**config.mk**
```make
export PLATFORM = sky130hd
export DESIGN_NAME = alu_cmd_sequencer
export DESIGN_NICKNAME = d
export VERILOG_FILES = /design/src/rtl/alu_cmd_sequencer.sv
export SDC_FILE = /design/constraint.sdc
export NUM_CORES = 1
export LEC_CHECK = 0
export ABC_AREA = 1
export BUFFER_PORTS_ARGS = -buffer_cell sky130_fd_sc_hd__clkbuf_2
export CAP_MARGIN = 20
export CORE_MARGIN = 2
export CORE_UTILIZATION = 40
export DETAILED_ROUTE_END_ITERATION = 16
export MAX_ROUTING_LAYER = met4
export PLACE_DENSITY = 0.7
export SYNTH_ARGS = -nofsm -noshare
export SYNTH_HDL_FRONTEND = slang
export SYNTH_SLANG_ARGS = --single-unit
```
**constraint.sdc**
```tcl
create_clock -name clk -period 3 [get_ports clk]
set_input_delay 0.45 -clock clk [delete_from_list [all_inputs] [get_ports clk]]
set_output_delay 0.45 -clock clk [all_outputs]
set_load 0.02 [all_outputs]
```
**src/rtl/alu_cmd_sequencer.sv**
```systemverilog
// Command FIFO and issue sequencer in front of a registered ALU.
// Commands are queued, presented one at a time on alu_a/alu_b/alu_p, held for
// the ALU latency, and the captured result is returned on a valid/ready port.
module alu_cmd_sequencer #(
  parameter int unsigned DW      = 2,
  parameter int unsigned OPW     = 3,
  parameter int unsigned DEPTH   = 4,
  parameter int unsigned ALU_LAT = 1
) (
  input  logic                     clk,
  input  logic                     rst,
  input  logic                     in_valid,
  output logic                     in_ready,
  input  logic [DW-1:0]            in_a,
  input  logic [DW-1:0]            in_b,
  input  logic [OPW-1:0]           in_op,
  output logic [DW-1:0]            alu_a,
  output logic [DW-1:0]            alu_b,
  output logic [OPW-1:0]           alu_p,
  input  logic [DW-1:0]            alu_c,
  output logic                     out_valid,
  input  logic                     out_ready,
  output logic [DW-1:0]            out_c,
  output logic [OPW-1:0]           out_op,
  output logic [$clog2(DEPTH):0]   level,
  output logic                     busy
);

  localparam int unsigned PW = $clog2(DEPTH);
  localparam int unsigned LW = PW + 1;
  localparam int unsigned EW = OPW + 2 * DW;
  localparam int unsigned CW = $clog2(ALU_LAT + 1);

  typedef enum logic [1:0] {
    IDLE = 2'd0,
    EXEC = 2'd1,
    DONE = 2'd2
  } state_e;

  logic [EW-1:0]  mem_q [DEPTH];
  logic [PW-1:0]  wr_ptr_q;
  logic [PW-1:0]  rd_ptr_q;
  logic [LW-1:0]  level_q;
  logic [LW-1:0]  level_d;

  state_e         state_q;
  logic [CW-1:0]  cnt_q;
  logic [OPW-1:0] tag_q;
  logic [DW-1:0]  alu_a_q;
  logic [DW-1:0]  alu_b_q;
  logic [OPW-1:0] alu_p_q;
  logic           out_valid_q;
  logic [DW-1:0]  out_c_q;
  logic [OPW-1:0] out_op_q;

  logic           push;
  logic           pop;
  logic [OPW-1:0] head_op;
  logic [DW-1:0]  head_a;
  logic [DW-1:0]  head_b;

  // Full is judged on the registered level only, so a same-cycle pop never
  // opens room for a push.
  assign in_ready = (level_q != LW'(DEPTH));
  assign push     = in_valid & in_ready;
  assign {head_op, head_a, head_b} = mem_q[rd_ptr_q];

  // Load event: pop the FIFO head whenever the sequencer is free for a new command.
  always_comb begin
    pop = 1'b0;
    unique case (state_q)
      IDLE:    pop = (level_q != '0);
      DONE:    pop = out_ready && (level_q != '0);
      default: pop = 1'b0;
    endcase
  end

  // Occupancy update from the push/pop pair.
  always_comb begin
    level_d = level_q;
    unique case ({push, pop})
      2'b10:   level_d = level_q + LW'(1);
      2'b01:   level_d = level_q - LW'(1);
      default: level_d = level_q;
    endcase
  end

  // FIFO storage; entries need no reset since level marks them invalid.
  always_ff @(posedge clk) begin
    if (push && !rst) begin
      mem_q[wr_ptr_q] <= {in_op, in_a, in_b};
    end
  end

  // FIFO pointers and occupancy; pointers wrap naturally at DEPTH.
  always_ff @(posedge clk or posedge rst) begin
    if (rst) begin
      wr_ptr_q <= '0;
      rd_ptr_q <= '0;
      level_q  <= '0;
    end else begin
      if (push) wr_ptr_q <= wr_ptr_q + PW'(1);
      if (pop)  rd_ptr_q <= rd_ptr_q + PW'(1);
      level_q <= level_d;
    end
  end

  // Issue FSM: load, hold for the ALU latency plus one cycle, capture, hand off.
  always_ff @(posedge clk or posedge rst) begin
    if (rst) begin
      state_q     <= IDLE;
      cnt_q       <= '0;
      tag_q       <= '0;
      alu_a_q     <= '0;
      alu_b_q     <= '0;
      alu_p_q     <= '0;
      out_valid_q <= 1'b0;
      out_c_q     <= '0;
      out_op_q    <= '0;
    end else begin
      if (pop) begin
        alu_a_q <= head_a;
        alu_b_q <= head_b;
        alu_p_q <= head_op;
        tag_q   <= head_op;
        cnt_q   <= '0;
      end
      unique case (state_q)
        IDLE: begin
          if (pop) state_q <= EXEC;
        end
        EXEC: begin
          cnt_q <= cnt_q + CW'(1);
          if (cnt_q == CW'(ALU_LAT)) begin
            out_c_q     <= alu_c;
            out_op_q    <= tag_q;
            out_valid_q <= 1'b1;
            state_q     <= DONE;
          end
        end
        DONE: begin
          if (out_ready) begin
            out_valid_q <= 1'b0;
            state_q     <= pop ? EXEC : IDLE;
          end
        end
        default: state_q <= IDLE;
      endcase
    end
  end

  assign alu_a     = alu_a_q;
  assign alu_b     = alu_b_q;
  assign alu_p     = alu_p_q;
  assign out_valid = out_valid_q;
  assign out_c     = out_c_q;
  assign out_op    = out_op_q;
  assign level     = level_q;
  assign busy      = (state_q != IDLE);

endmodule

```
=== Yosys cells after proc, flatten, opt, wreduce, memory -nomap -nowiden ===
Memory sizes are Yosys's and may differ from the RTL's. A register that Yosys moved wholly into a read port is not among the register bits.
Cells that the tools add are included.

* Flip-flop bits (word level): 16
* Bits in latches: 0
* RAM bits: 28
* ROM bits: 0
* Bits of input ports: 13
* Output and inout bits: 18
* Word-level logic and storage cells: 49
* Memories kept: 1

* Add/subtract/negate cells: 5
* $mul: 0
* Div/mod/pow operators: 0
* Order comparisons: 0
* Equality and inequality tests: 8
* Shifts and indexed selects: 0
* Mux-type cells: 14
* Bitwise operators: 1
* Reductions and logical operators: 12

{| class="wikitable"
|+ Memories
! name !! words !! width !! read ports !! clocked after memory_dff !! wr ports !! RTL line !! text
|-
| mem_q || 4 || 7 || 1 || 1 || 1 || 40 || <nowiki>logic [EW-1:0] mem_q [DEPTH];</nowiki>
|}

{| class="wikitable"
|+ Operators with widths
! kind !! count
|-
| 2-bit nonzero test || 4
|-
| 1-bit 2-to-1 mux || 7
|-
| 2-bit 2-to-1 mux || 3
|-
| 2-bit inequality test (second input constant) || 3
|-
| 2-bit one-hot mux with 3 select lines || 1
|-
| 3-bit one-hot mux with 2 select lines || 1
|-
| 3-bit AND reduction || 2
|-
| 2-bit by 1-bit adder with 2-bit output (second input constant) || 2
|-
| 2-bit by 1-bit == test with 1-bit output (second input constant) || 2
|-
| 2-bit == test (second input constant) || 2
|-
| 1-bit one-hot mux with 2 select lines || 2
|-
| 3-bit by 1-bit adder with 3-bit output (second input constant) || 1
|-
| 3-bit inequality test (second input constant) || 1
|-
| 3-bit nonzero test || 1
|-
| 3-bit by 1-bit subtractor with 3-bit output (second input constant) || 1
|-
| 1-bit logical AND || 2
|-
| 2-bit logical NOT || 1
|-
| 2-bit AND reduction || 1
|-
| 1-bit adder (second input constant) || 1
|-
| 1-bit AND || 1
|-
| 1-bit logical NOT || 1
|}

=== Longest topological paths before layout ===
Gate-level depths: netlist (run 1).

* Word-level depth: 6
* Mapped depth: 11
* Mapped depth without buffers: 11

=== Worst setup path after synthesis (run 1) ===
OpenSTA, ideal clock, no wires.

* Path type: reg-to-reg
* Start: reg level_q[0] (netlist: level[0])
* End: reg level_q[2] (netlist: level[2])
* Setup time: 0.123 ns
* Arrival time: 1.916 ns
* Data required time: 2.877 ns
* Path slack: 0.962 ns
* Cell stages (with the launch flop): 10
* Buffers on the path: 0
* Period minus slack after synthesis: 2.038 ns
* Cells stage by stage: dfrtp_1 -> inv_1 -> nand3_1 -> nand2_1 -> ha_1 -> inv_1 -> fa_1 -> nand2_1 -> nand3_1 -> xor2_1

* Elaborated cells on any way between the ends: 11
* Those cells by class: add/sub: 2; eq/ne: 3; mux: 2; bitwise: 1; reduce/logical: 3

{| class="wikitable"
|+ RTL lines
! element !! RTL line !! text
|-
| start, declared || 43 || <nowiki>logic [LW-1:0] level_q;</nowiki>
|-
| start signal, assigned || 104 || <nowiki>level_q <= level_d;</nowiki>
|-
| 3-bit inequality test (*) || 64 || <nowiki>assign in_ready = (level_q != LW'(DEPTH));</nowiki>
|-
| net in_ready || 13 || <nowiki>output logic in_ready,</nowiki>
|-
| 1-bit AND (*) || 65 || <nowiki>assign push = in_valid & in_ready;</nowiki>
|-
| 2-bit by 1-bit == test with 1-bit output / 2-bit == test (equally long branches) || 81 || <nowiki>unique case ({push, pop})</nowiki>
|-
| 3-bit one-hot mux with 2 select lines / 2-bit nonzero test (equally long branches) || - ||
|}

Mark *: on every way through the listed nets, which the timed path passes. The rest lies on a longest branch.
A chain may end at the register's enable or synchronous reset.

=== Final worst setup path (run 1) ===
* Start: reg state_q[0]
* End: reg level_q[2] (netlist: level[2])

* Cells in the longest elaborated chain, start to end: 4
* Elaborated cells on any way between the ends: 7
* Those cells by class: eq/ne: 3; mux: 2; reduce/logical: 2

{| class="wikitable"
|+ Ends and longest elaborated chain
! element !! RTL line !! text
|-
| start, declared || 46 || <nowiki>state_e state_q;</nowiki>
|-
| start signal, assigned || 144 || <nowiki>state_q <= pop ? EXEC : IDLE;</nowiki>
|-
| 2-bit == test / 2-bit logical NOT (equally long branches) || 71 || <nowiki>unique case (state_q)</nowiki>
|-
| 1-bit one-hot mux with 2 select lines (*) || 71 ||
|-
| net pop || 57 || <nowiki>logic pop;</nowiki>
|-
| 2-bit by 1-bit == test with 1-bit output / 2-bit == test (equally long branches) || 81 ||
|-
| 3-bit one-hot mux with 2 select lines / 2-bit nonzero test (equally long branches) || - ||
|}

Marked as above.

==> results of run 1 <==
cell usage after synthesis:
cell type / instances
buf_6: 4
clkbuf_4: 1
dfrtp_1: 23
edfxtp_1: 28
fa_1: 1
ha_1: 5
inv_1: 45
inv_2: 2
nand2_1: 86
nand2_2: 1
nand3_1: 25
nor2_1: 6
nor2_2: 1
nor2_4: 2
o21ai_0: 1
o21ai_2: 1
o31ai_1: 1
xnor2_1: 1
xor2_1: 3
kinds of logic (layout without fill, tap and decap cells):
family,after synthesis,after routing
and+or+nand+nor,121,121
buffers and inverters,52,86
DFF,51,51
adders and majority gates,6,6
xor gates and xnor gates,4,4
AOI/OAI and AO/OA,3,3
how the worst max path moves through the flow:
stage,start,end,slack (ns),cells after the start
detailed placement,out_ready,level[2],1.00,9
finish,state_q[0],level[2],1.03,9
CTS,level[0],level[2],1.02,10
floorplan,level[0],level[2],0.96,9
global placement,out_ready,level[2],1.05,9
global route,level[0],level[2],0.86,11
layout by cell type (no fill, tap or decap), drive strengths merged:
| master | n |
|---|---|
| xor2 | 3 |
| dfrtp | 23 |
| o21ai | 2 |
| fa | 1 |
| clkbuf | 37 |
| nand2 | 87 |
| xnor2 | 1 |
| inv | 47 |
| edfxtp | 28 |
| nor2 | 9 |
| buf | 1 |
| ha | 5 |
| nand3 | 25 |
| o31ai | 1 |
| clkinv | 1 |
flip-flops by register name, summed over array words and instances (netlist names), 3 cells and up:
signal	cells
mem_q	28
alu_p	3
level	3
out_op	3
stage by stage:
step                instances  util [%]
floorplan                 237         -
global placement          335      45.1
detailed placement        335      45.1
CTS                       343      47.2
global route              343      47.2
finish                    343      47.2
where the power goes:
| part | internal, µW | total, µW | switching (µW) |
|---|---|---|---|
| clock | 237 | 464 | 227 |
| sequential | 945 | 1120 | 180 |
| combinational | 361 | 1070 | 707 |
cell type report:
type                       instances  area, µm²
fill                             520       2910
sequential                        51       1420
multi-input combinational        134        644
inverter                          47        176
timing repair buffer              31        158
clock buffer                       7        108
tap                               72       90.1
clock inverter                     1       5.00
critical path: cells and delay by family, from the launching register on:
| kind | cells | cell delay, ns |
|---|---|---|
| AOI/OAI and AO/OA | 1 | 0.10 |
| xor gates and xnor gates | 1 | 0.15 |
| adders and majority gates | 2 | 0.59 |
| buffers and inverters | 2 | 0.22 |
| DFF | 1 | 0.40 |
| and+or+nand+nor | 3 | 0.40 |
metal layers:
metal	GRT usage (%)	vias up
met5	-	-
met4	5.17	0
met3	3.39	5
met2	21.6	31
met1	19.1	700
li1	-	790
==> results by group, run 1 <==
Outcome
  • Status: finished, final reports clean

Layout
  • Layout cells sized above 1: roughly 17%
  • N_diodes: 0
  • Final Net Count: 289
  • Area grow syn2layout: 13.4%
  • Final Instance Area: ~0.0026 mm²

Routing
  • Total wire length: 4040 µm
  • DRT iter0 DRCs: between 100 and 150
  • WL met3: ~190 µm
  • DRC violations left: 0
  • Vias per cell: about 4.4
  • Max layer used: met4
  • DRT Pass-1 Iters: 4
  • Via Count: between 1500 and 2000
  • Final ANT Viol Nets: 0
  • Drt wl/cell: about 12 µm
  • Met2 wire len: around 1900 µm
  • WL met1: around 1900 µm

Global route
  • GRT overflow: 0
  • Initial antenna violation count: 0
  • Gr usage total: between 10% and 20%
  • Vias in the first global route: 1426
  • First-pass GRT wire length: between 6000 and 7000 µm
  • Largest net degree at the start of global routing: 24

Floorplanning
  • Die extent in y: 79.7 µm
  • Num ports: 31
  • Row cnt: 27
  • Starting Density: roughly two fifths
  • Core Box Area: around 0.0055 mm²
  • DIE AREA: approximately 0.0063 mm²
  • Die Width: 79.7 µm

STA
  • Setup TNS: 0 ns
  • Crit share post-route: around 66%
  • Fin Hold WS: roughly 0.17 ns
  • Final slew viol count: 0
  • Final setup margin: 1.03 ns
  • Hold Violations, Final: 0
  • Worst-Margin Slew: about 0.73 ns
  • Clock skew: 0.00463 ns
  • RSZ-0062 raised after global routing: no
  • Slew headroom: roughly half
  • Final Critical Period: ~2 ns
  • Setup violators final: 0
  • Fmax: 508 MHz

Job
  • Total of max-cap violations: 0

Yosys
  • Register area share after synthesis: 61.9%
  • Yosys reg bits: between 50 and 60
  • Mapped cell area: between 0.002 and 0.0025 mm²
  • Post-synthesis mux area share: 0%
  • Synth Area in Simple Gates: about 22%
  • Area share of fa/ha/maj cells after synthesis: under 10%
  • Share of the synthesized area in the top cell type: 36.7%
  • Number of library cell types mapped by synthesis: 19
  • XOR/XNOR Fraction of Synth Area: under 10%
  • Yosys warns: 0
  • Top post-synthesis cells by area: edfxtp_1 (37%), dfrtp_1 (25%), nand2_1 (14%)
  • Synthesized area per cell: between 9 and 10 µm²
  • Compound-Gate Fraction of Synth Area: less than 1%
  • Main combinational cell family by area after synthesis: simple AND/OR/NAND/NOR gates
  • Synth Net Count: about 260
  • Gate count after technology mapping: approximately 240
  • Post-synth top area cell: edfxtp_1

Critical path
  • R2R cell count: 9
  • Crit-path most repeated cell: inv_1
  • Req. time, crit path: about 3.2 ns
  • CP Class: reg2reg
  • Crit path max fanout: 10
  • R2R Path Start: state_q[0]
  • Crit end category: flip-flop
  • Slowest stage cell on the critical path: dfrtp_1
  • R2r setup slk: roughly 1.0 ns
  • Slowest cell delay on critical path: 0.40 ns
  • Crit path arrival time: about 2.2 ns
  • CP Launch Type: flip-flop
  • Worst r2r dst: level[2]
  • Cell Chain, Critical Path: inv_1 -> o21ai_2 -> nor2_4 -> ha_1 -> inv_1 -> fa_1 -> nand2_1 -> nand3_1 -> xor2_1

Clock network
  • Worst-path clk slew: around 0.090 ns
  • Clock sinks: between 50 and 60
  • Setup Fix Bufs, Post-CTS: 0
  • Skew-Pair Late Insertion Delay: about 0.30 ns
  • Hold_buf cts: 0
  • Root buf cell: clkbuf_8
  • Htree depth: 2
  • Cts repair resizes: 0
  • Cts bufs inserted: 5
  • CTS tree: yes
  • Clock Tree Buf Depth: 2

Power and ir drop
  • VDD IR max: roughly 370 µV
  • Leak: between 0.001 and 0.0015 µW
  • Cell Pwr Density: around 1000 mW/mm²
  • Total power: between 2000 and 3000 µW

Place
  • Area after DPL: 0.00248 mm²
  • Post-DP HPWL: ~2800 µm
  • RePlAce Congestion: about 0.72
  • Port Buffers: 30
  • Place WS: 1.00 ns

Hold path
  • Tightest Hold Check Type: in2async
No activity file was read; power rests on OpenSTA's default activity.
==> run 2, diff against run 1 <==
clock period = 1.98 ns   (was 3 ns; I/O delays follow)
==> results by group, run 2 (synthesized netlist as in run 1, its figures left out) <==
Global route
  • Vias in the first global route: 1453 (was 1426)
  • Initial antenna violation count: 0 (unchanged)
  • Largest net degree at the start of global routing: 24 (unchanged)
  • First-pass GRT wire length: 6840 µm (was 6750 µm)
  • GRT overflow: 0 (unchanged)
  • Gr usage total: 15.0% (was 14.4%)

Critical path
  • CP Class: reg2reg (unchanged)
  • Crit end category: flip-flop (unchanged)
  • Crit-path most repeated cell: inv_1 (unchanged)
  • Worst r2r dst: level[2] (unchanged)
  • Slowest stage cell on the critical path: dfrtp_1 (unchanged)
  • Cell Chain, Critical Path: inv_1 -> o21ai_2 -> nor2_4 -> ha_1 -> inv_1 -> fa_1 -> nand2_1 -> nand3_1 -> xor2_1 (unchanged)
  • R2r setup slk: 0.19 ns (was 1.03 ns)
  • CP Launch Type: flip-flop (unchanged)
  • R2R cell count: 9 (unchanged)
  • R2R Path Start: state_q[0] (unchanged)
  • Critical path startpoint: state_q[0] (unchanged)
  • Crit path arrival time: 2.01 ns (was 2.17 ns)
  • Slowest cell delay on critical path: 0.40 ns (about the same)
  • Req. time, crit path: 2.19 ns (was 3.20 ns)
  • Crit path max fanout: 4 (was 10)
  • CP endpoint: level[2] (unchanged)

Clock network
  • Worst-path clk slew: 0.10 ns (was 0.09 ns)
  • CTS tree: yes (unchanged)
  • Cts bufs inserted: 5 (unchanged)
  • Skew-Pair Late Insertion Delay: 0.32 ns (was 0.30 ns)
  • Clock sinks: 51 (unchanged)
  • Htree depth: 2 (unchanged)
  • Hold_buf cts: 0 (unchanged)
  • Clock Tree Buf Depth: 2 (unchanged)
  • Root buf cell: clkbuf_8 (unchanged)
  • Setup Fix Bufs, Post-CTS: 0 (unchanged)

STA
  • Final Critical Period: 1.79 ns (was 1.97 ns)
  • Setup violators final: 0 (unchanged)
  • Clock skew: 0.0103 ns (was 0.00463 ns)
  • Slew headroom: 73.3% (was 51.1%)
  • Crit share post-route: 90.6% (was 65.6%)
  • Worst-Margin Slew: 0.400 ns (was 0.731 ns)
  • Final slew viol count: 0 (unchanged)
  • Fmax: 558 MHz (was 508 MHz)
  • Setup TNS: 0 ns (unchanged)
  • RSZ-0062 raised after global routing: no (unchanged)
  • Hold Violations, Final: 0 (unchanged)

Routing
  • DRT iter0 DRCs: 113 (was 112)
  • Total wire length: 4220 µm (was 4040 µm)
  • DRT Pass-1 Iters: 4 (unchanged)
  • Via Count: 1570 (was 1526)
  • Final ANT Viol Nets: 0 (unchanged)
  • DRC violations left: 0 (unchanged)
  • Drt wl/cell: 12.1 µm (was 11.8 µm)
  • Vias per cell: 4.50 (was 4.45)

Layout
  • N_diodes: 0 (unchanged)
  • Fillers: 520 (unchanged)
  • Commonest non-fill, non-tap cell in the layout: nand2_1 (unchanged)
  • Largest Register: mem_q (unchanged)
  • Multi-input combinational cell area: 649 µm² (was 644 µm²)
  • Layout cells sized above 1: 19.9% (was 17.0%)
  • Final Net Count: 295 (was 289)
  • Max reg flops: 28 (unchanged)
  • Most frequent cells in the layout: nand2_1 (86), inv_1 (43), clkbuf_2 (30) (was nand2_1 (86), inv_1 (45), clkbuf_2 (30))
  • Final Instance Area: 0.00263 mm² (was 0.00260 mm²)
  • Area grow syn2layout: 14.8% (was 13.4%)
  • Sequential cell area: 0.00142 mm² (unchanged)
  • Final non-filler cell total: 349 (was 343)

Floorplanning
  • Num ports: 31 (unchanged)
  • Starting Density: 41.6% (unchanged)
  • DIE AREA: 0.00635 mm² (unchanged)
  • Row cnt: 27 (unchanged)
  • Core Box Area: 0.00551 mm² (unchanged)
  • Die extent in y: 79.7 µm (unchanged)
  • Die Width: 79.7 µm (unchanged)

Outcome
  • Status: finished, final reports clean (unchanged)

Power and ir drop
  • Total power: 4030 µW (was 2660 µW)
  • VDD IR max: 540 µV (was 372 µV)
  • Leak: 0.00135 µW (was 0.00133 µW)
  • Cell Pwr Density: 1530 mW/mm² (was 1020 mW/mm²)

Place
  • Area after DPL: 0.00253 mm² (was 0.00248 mm²)
  • Dpl cells: 341 (was 335)
  • RePlAce Congestion: 0.811 (was 0.716)
  • Post-DP HPWL: 2950 µm (was 2790 µm)
  • Port Buffers: 30 (unchanged)

Job
  • Total of max-cap violations: 0 (unchanged)

Hold path
  • Tightest Hold Check Type: in2async (unchanged)
run 2: per-layer routing:
layer / part of all wire, % / GRT usage, % / vias to the layer above / routed length [µm]
met5: 0 / - / - / 0
li1: - / - / 798 / -
met4: 2.1 / 6.72 / 0 / 89
met2: 48 / 22.9 / 36 / 2040
met3: 5.9 / 4.64 / 6 / 247
met1: 44 / 18.4 / 730 / 1840
run 2: worst max-delay path: cells and delay by family (launching register included):
kind	cells	cell delay [ns]
buffers and inverters	2	0.23
AND/OR/NAND/NOR	3	0.27
adder cells (fa/ha/maj)	2	0.54
flip-flops	1	0.40
XOR/XNOR	1	0.15
AO/OA/AOI/OAI	1	0.10
run 2: metrics by stage:
| stage | utilization, % | worst slack [ns] | hold WS [ns] |
|---|---|---|---|
| final | 47.7 | 0.186 | 0.00974 |
| after detailed placement | 46.0 | 0.152 | 0.368 |
| after CTS | 47.7 | 0.136 | 0.0215 |
| after global placement | 46.0 | 0.213 | 0.363 |
| after global routing | 47.7 | 0.0377 | 0.0369 |
| after floorplan | - | 0.0286 | 0.308 |
run 2: cell type report:
class	instances	area share (%)
repair buffers	37	7.71
clock inverters	3	0.952
clock buffers	5	2.62
multi-input cells	134	24.7
well taps	72	3.43
inverters	47	6.71
flip-flops and latches	51	53.9
run 2: worst min-delay path by stage:
stage,to,slack [ns]
finish,level[0],0.01
global placement,wr_ptr_q[1],0.36
global route,alu_a[1],0.04
detailed placement,level[0],0.37
CTS,alu_a[1],0.02
floorplan,alu_a[0],0.31
run 2: report_power, final:
group | internal, µW | leakage, µW | switching [µW]
Sequential | 1430 | 0.000533 | 229
Clock | 253 | 0.0000443 | 370
Combinational | 597 | 0.000770 | 1140
run 2: repair_timing:
action | CTS | global route
endpoints found under the hold margin | 0 | 0
gates resized for setup | 0 | 2
endpoints found under the setup margin | 0 | 1
==> run 3, diff against run 2 <==
CORE_ASPECT_RATIO = 0.9   (was not set)
==> results by group, run 3 (synthesized netlist as in run 1, its figures left out) <==
Outcome
  • Status: finished, final reports clean (unchanged)

Floorplanning
  • Starting Density: 40.9% (was 41.6%)
  • DIE AREA: 0.00635 mm² (about the same)
  • Num ports: 31 (unchanged)
  • Die extent in y: 75.8 µm (was 79.7 µm)
  • Row cnt: 26 (was 27)
  • Die Width: 83.8 µm (was 79.7 µm)
  • Core Box Area: 0.00560 mm² (was 0.00551 mm²)

Power and ir drop
  • Total power: 3950 µW (was 4030 µW)
  • Cell Pwr Density: 1510 mW/mm² (was 1530 mW/mm²)
  • VDD IR max: 747 µV (was 540 µV)
  • Leak: 0.00134 µW (was 0.00135 µW)

Clock network
  • Worst-path clk slew: 0.09 ns (was 0.10 ns)
  • Root buf cell: clkbuf_8 (unchanged)
  • Cts bufs inserted: 5 (unchanged)
  • Htree depth: 2 (unchanged)
  • Clock Tree Buf Depth: 2 (unchanged)
  • CTS tree: yes (unchanged)
  • Clock sinks: 51 (unchanged)
  • Skew-Pair Late Insertion Delay: 0.30 ns (was 0.32 ns)

Place
  • Port Buffers: 30 (unchanged)
  • RePlAce Congestion: 0.733 (was 0.811)
  • Post-DP HPWL: 2800 µm (was 2950 µm)
  • Dpl cells: 338 (was 341)
  • Area after DPL: 0.00252 mm² (was 0.00253 mm²)

Job
  • Total of max-cap violations: 0 (unchanged)

Routing
  • Drt wl/cell: 11.5 µm (was 12.1 µm)
  • DRT iter0 DRCs: 81 (was 113)
  • Vias per cell: 4.46 (was 4.50)
  • Via Count: 1542 (was 1570)
  • Final ANT Viol Nets: 0 (unchanged)
  • DRC violations left: 0 (unchanged)
  • DRT Pass-1 Iters: 4 (unchanged)
  • Total wire length: 3970 µm (was 4220 µm)

Critical path
  • Cell Chain, Critical Path: inv_1 -> o21ai_2 -> nor2_4 -> ha_1 -> inv_1 -> fa_1 -> nand2_1 -> nand3_1 -> xor2_1 (unchanged)
  • Crit-path most repeated cell: inv_1 (unchanged)
  • Crit path arrival time: 2.03 ns (was 2.01 ns)
  • Slowest cell delay on critical path: 0.40 ns (about the same)
  • CP Launch Type: flip-flop (unchanged)
  • Critical path buffers and inverters: 2 (unchanged)
  • Req. time, crit path: 2.17 ns (was 2.19 ns)
  • Crit end category: flip-flop (unchanged)
  • Slowest stage cell on the critical path: dfrtp_1 (unchanged)
  • CP Class: reg2reg (unchanged)
  • Top delay family on crit path: adder cells (unchanged)
  • Crit path max fanout: 4 (unchanged)
  • R2r setup slk: 0.14 ns (was 0.19 ns)

Global route
  • Vias in the first global route: 1423 (was 1453)
  • Gr usage total: 14.5% (was 15.0%)
  • Initial antenna violation count: 0 (unchanged)
  • First-pass GRT wire length: 6820 µm (was 6840 µm)
  • Largest net degree at the start of global routing: 24 (unchanged)
  • GRT overflow: 0 (unchanged)

Layout
  • Layout cells sized above 1: 18.5% (was 19.9%)
  • N_diodes: 0 (unchanged)
  • Largest Register: mem_q (unchanged)
  • Fin util: 46.7% (was 47.7%)
  • Area grow syn2layout: 14.1% (was 14.8%)
  • Most frequent cells in the layout: nand2_1 (85), inv_1 (45), clkbuf_2 (30) (was nand2_1 (86), inv_1 (43), clkbuf_2 (30))
  • Final non-filler cell total: 346 (was 349)
  • Commonest non-fill, non-tap cell in the layout: nand2_1 (unchanged)
  • Final Instance Area: 0.00261 mm² (was 0.00263 mm²)
  • Max reg flops: 28 (unchanged)
  • Final Net Count: 294 (was 295)

STA
  • Setup violators final: 0 (unchanged)
  • Hold Violations, Final: 0 (unchanged)
  • Setup TNS: 0 ns (unchanged)
  • Slew headroom: 59.7% (was 73.3%)
  • RSZ-0062 raised after global routing: no (unchanged)
  • Final Critical Period: 1.84 ns (was 1.79 ns)
  • Final slew viol count: 0 (unchanged)
  • Worst-Margin Slew: 0.605 ns (was 0.400 ns)
  • Fmax: 545 MHz (was 558 MHz)
  • Crit share post-route: 92.7% (was 90.6%)
  • Clock skew: 0.00686 ns (was 0.0103 ns)

Hold path
  • Tightest Hold Check Type: in2async (unchanged)
[run 3: tightest hold or removal path: cells and delay by family]
kind | cells | cell delay, ns
buffers and inverters | 3 | 0.43
[run 3: path summary, 6_finish.rpt]
kind / startpoint / endpoint / depth (start not counted)
max: state_q[0] / level[2] / 9
min: rst / level[0] / 3
max reg2reg: state_q[0] / level[2] / 9
min reg2reg: out_c[1] / out_c[1] / 2
max in group asynchronous: rst / alu_p[2] / 3
min in group clk: in_a[0] / mem_q[1][2] / 1
[run 3: metrics by stage]
step	hold WS, ns	worst slack, ns
2_1_floorplan	0.308	0.0286
3_3_place_gp	0.370	0.213
3_5_place_dp	0.367	0.122
4_1_cts	0.0347	0.112
5_1_grt	0.0689	0.0100
6_report	0.0290	0.144
[run 3: final cells by class]
class / count / area [µm²]
fill: 552 / 2980
sequential: 51 / 1420
tap: 70 / 87.6
clock buffer: 6 / 72.6
clock inverter: 2 / 12.5
multi-input combinational: 134 / 652
timing repair buffer: 36 / 195
inverter: 47 / 176
[run 3: power breakdown]
part / total [µW] / switching (µW) / internal, µW
sequential: 1700 / 268 / 1430
combinational: 1680 / 1090 / 585
clock: 572 / 325 / 248
[run 3: per-layer routing]
layer / wire length (µm) / up-vias / global-route usage (%)
met5: 0 / - / -
met4: 71 / 0 / 6.45
met3: 161 / 9 / 3.47
met2: 1830 / 29 / 22.9
met1: 1910 / 700 / 18.1
li1: - / 804 / -
[run 3: timing repair]
action,CTS,global route
hold endpoints to repair,0,0
hold buffers,0,0
gates resized for setup,0,1
setup buffers,0,0
endpoints found under the setup margin,0,1
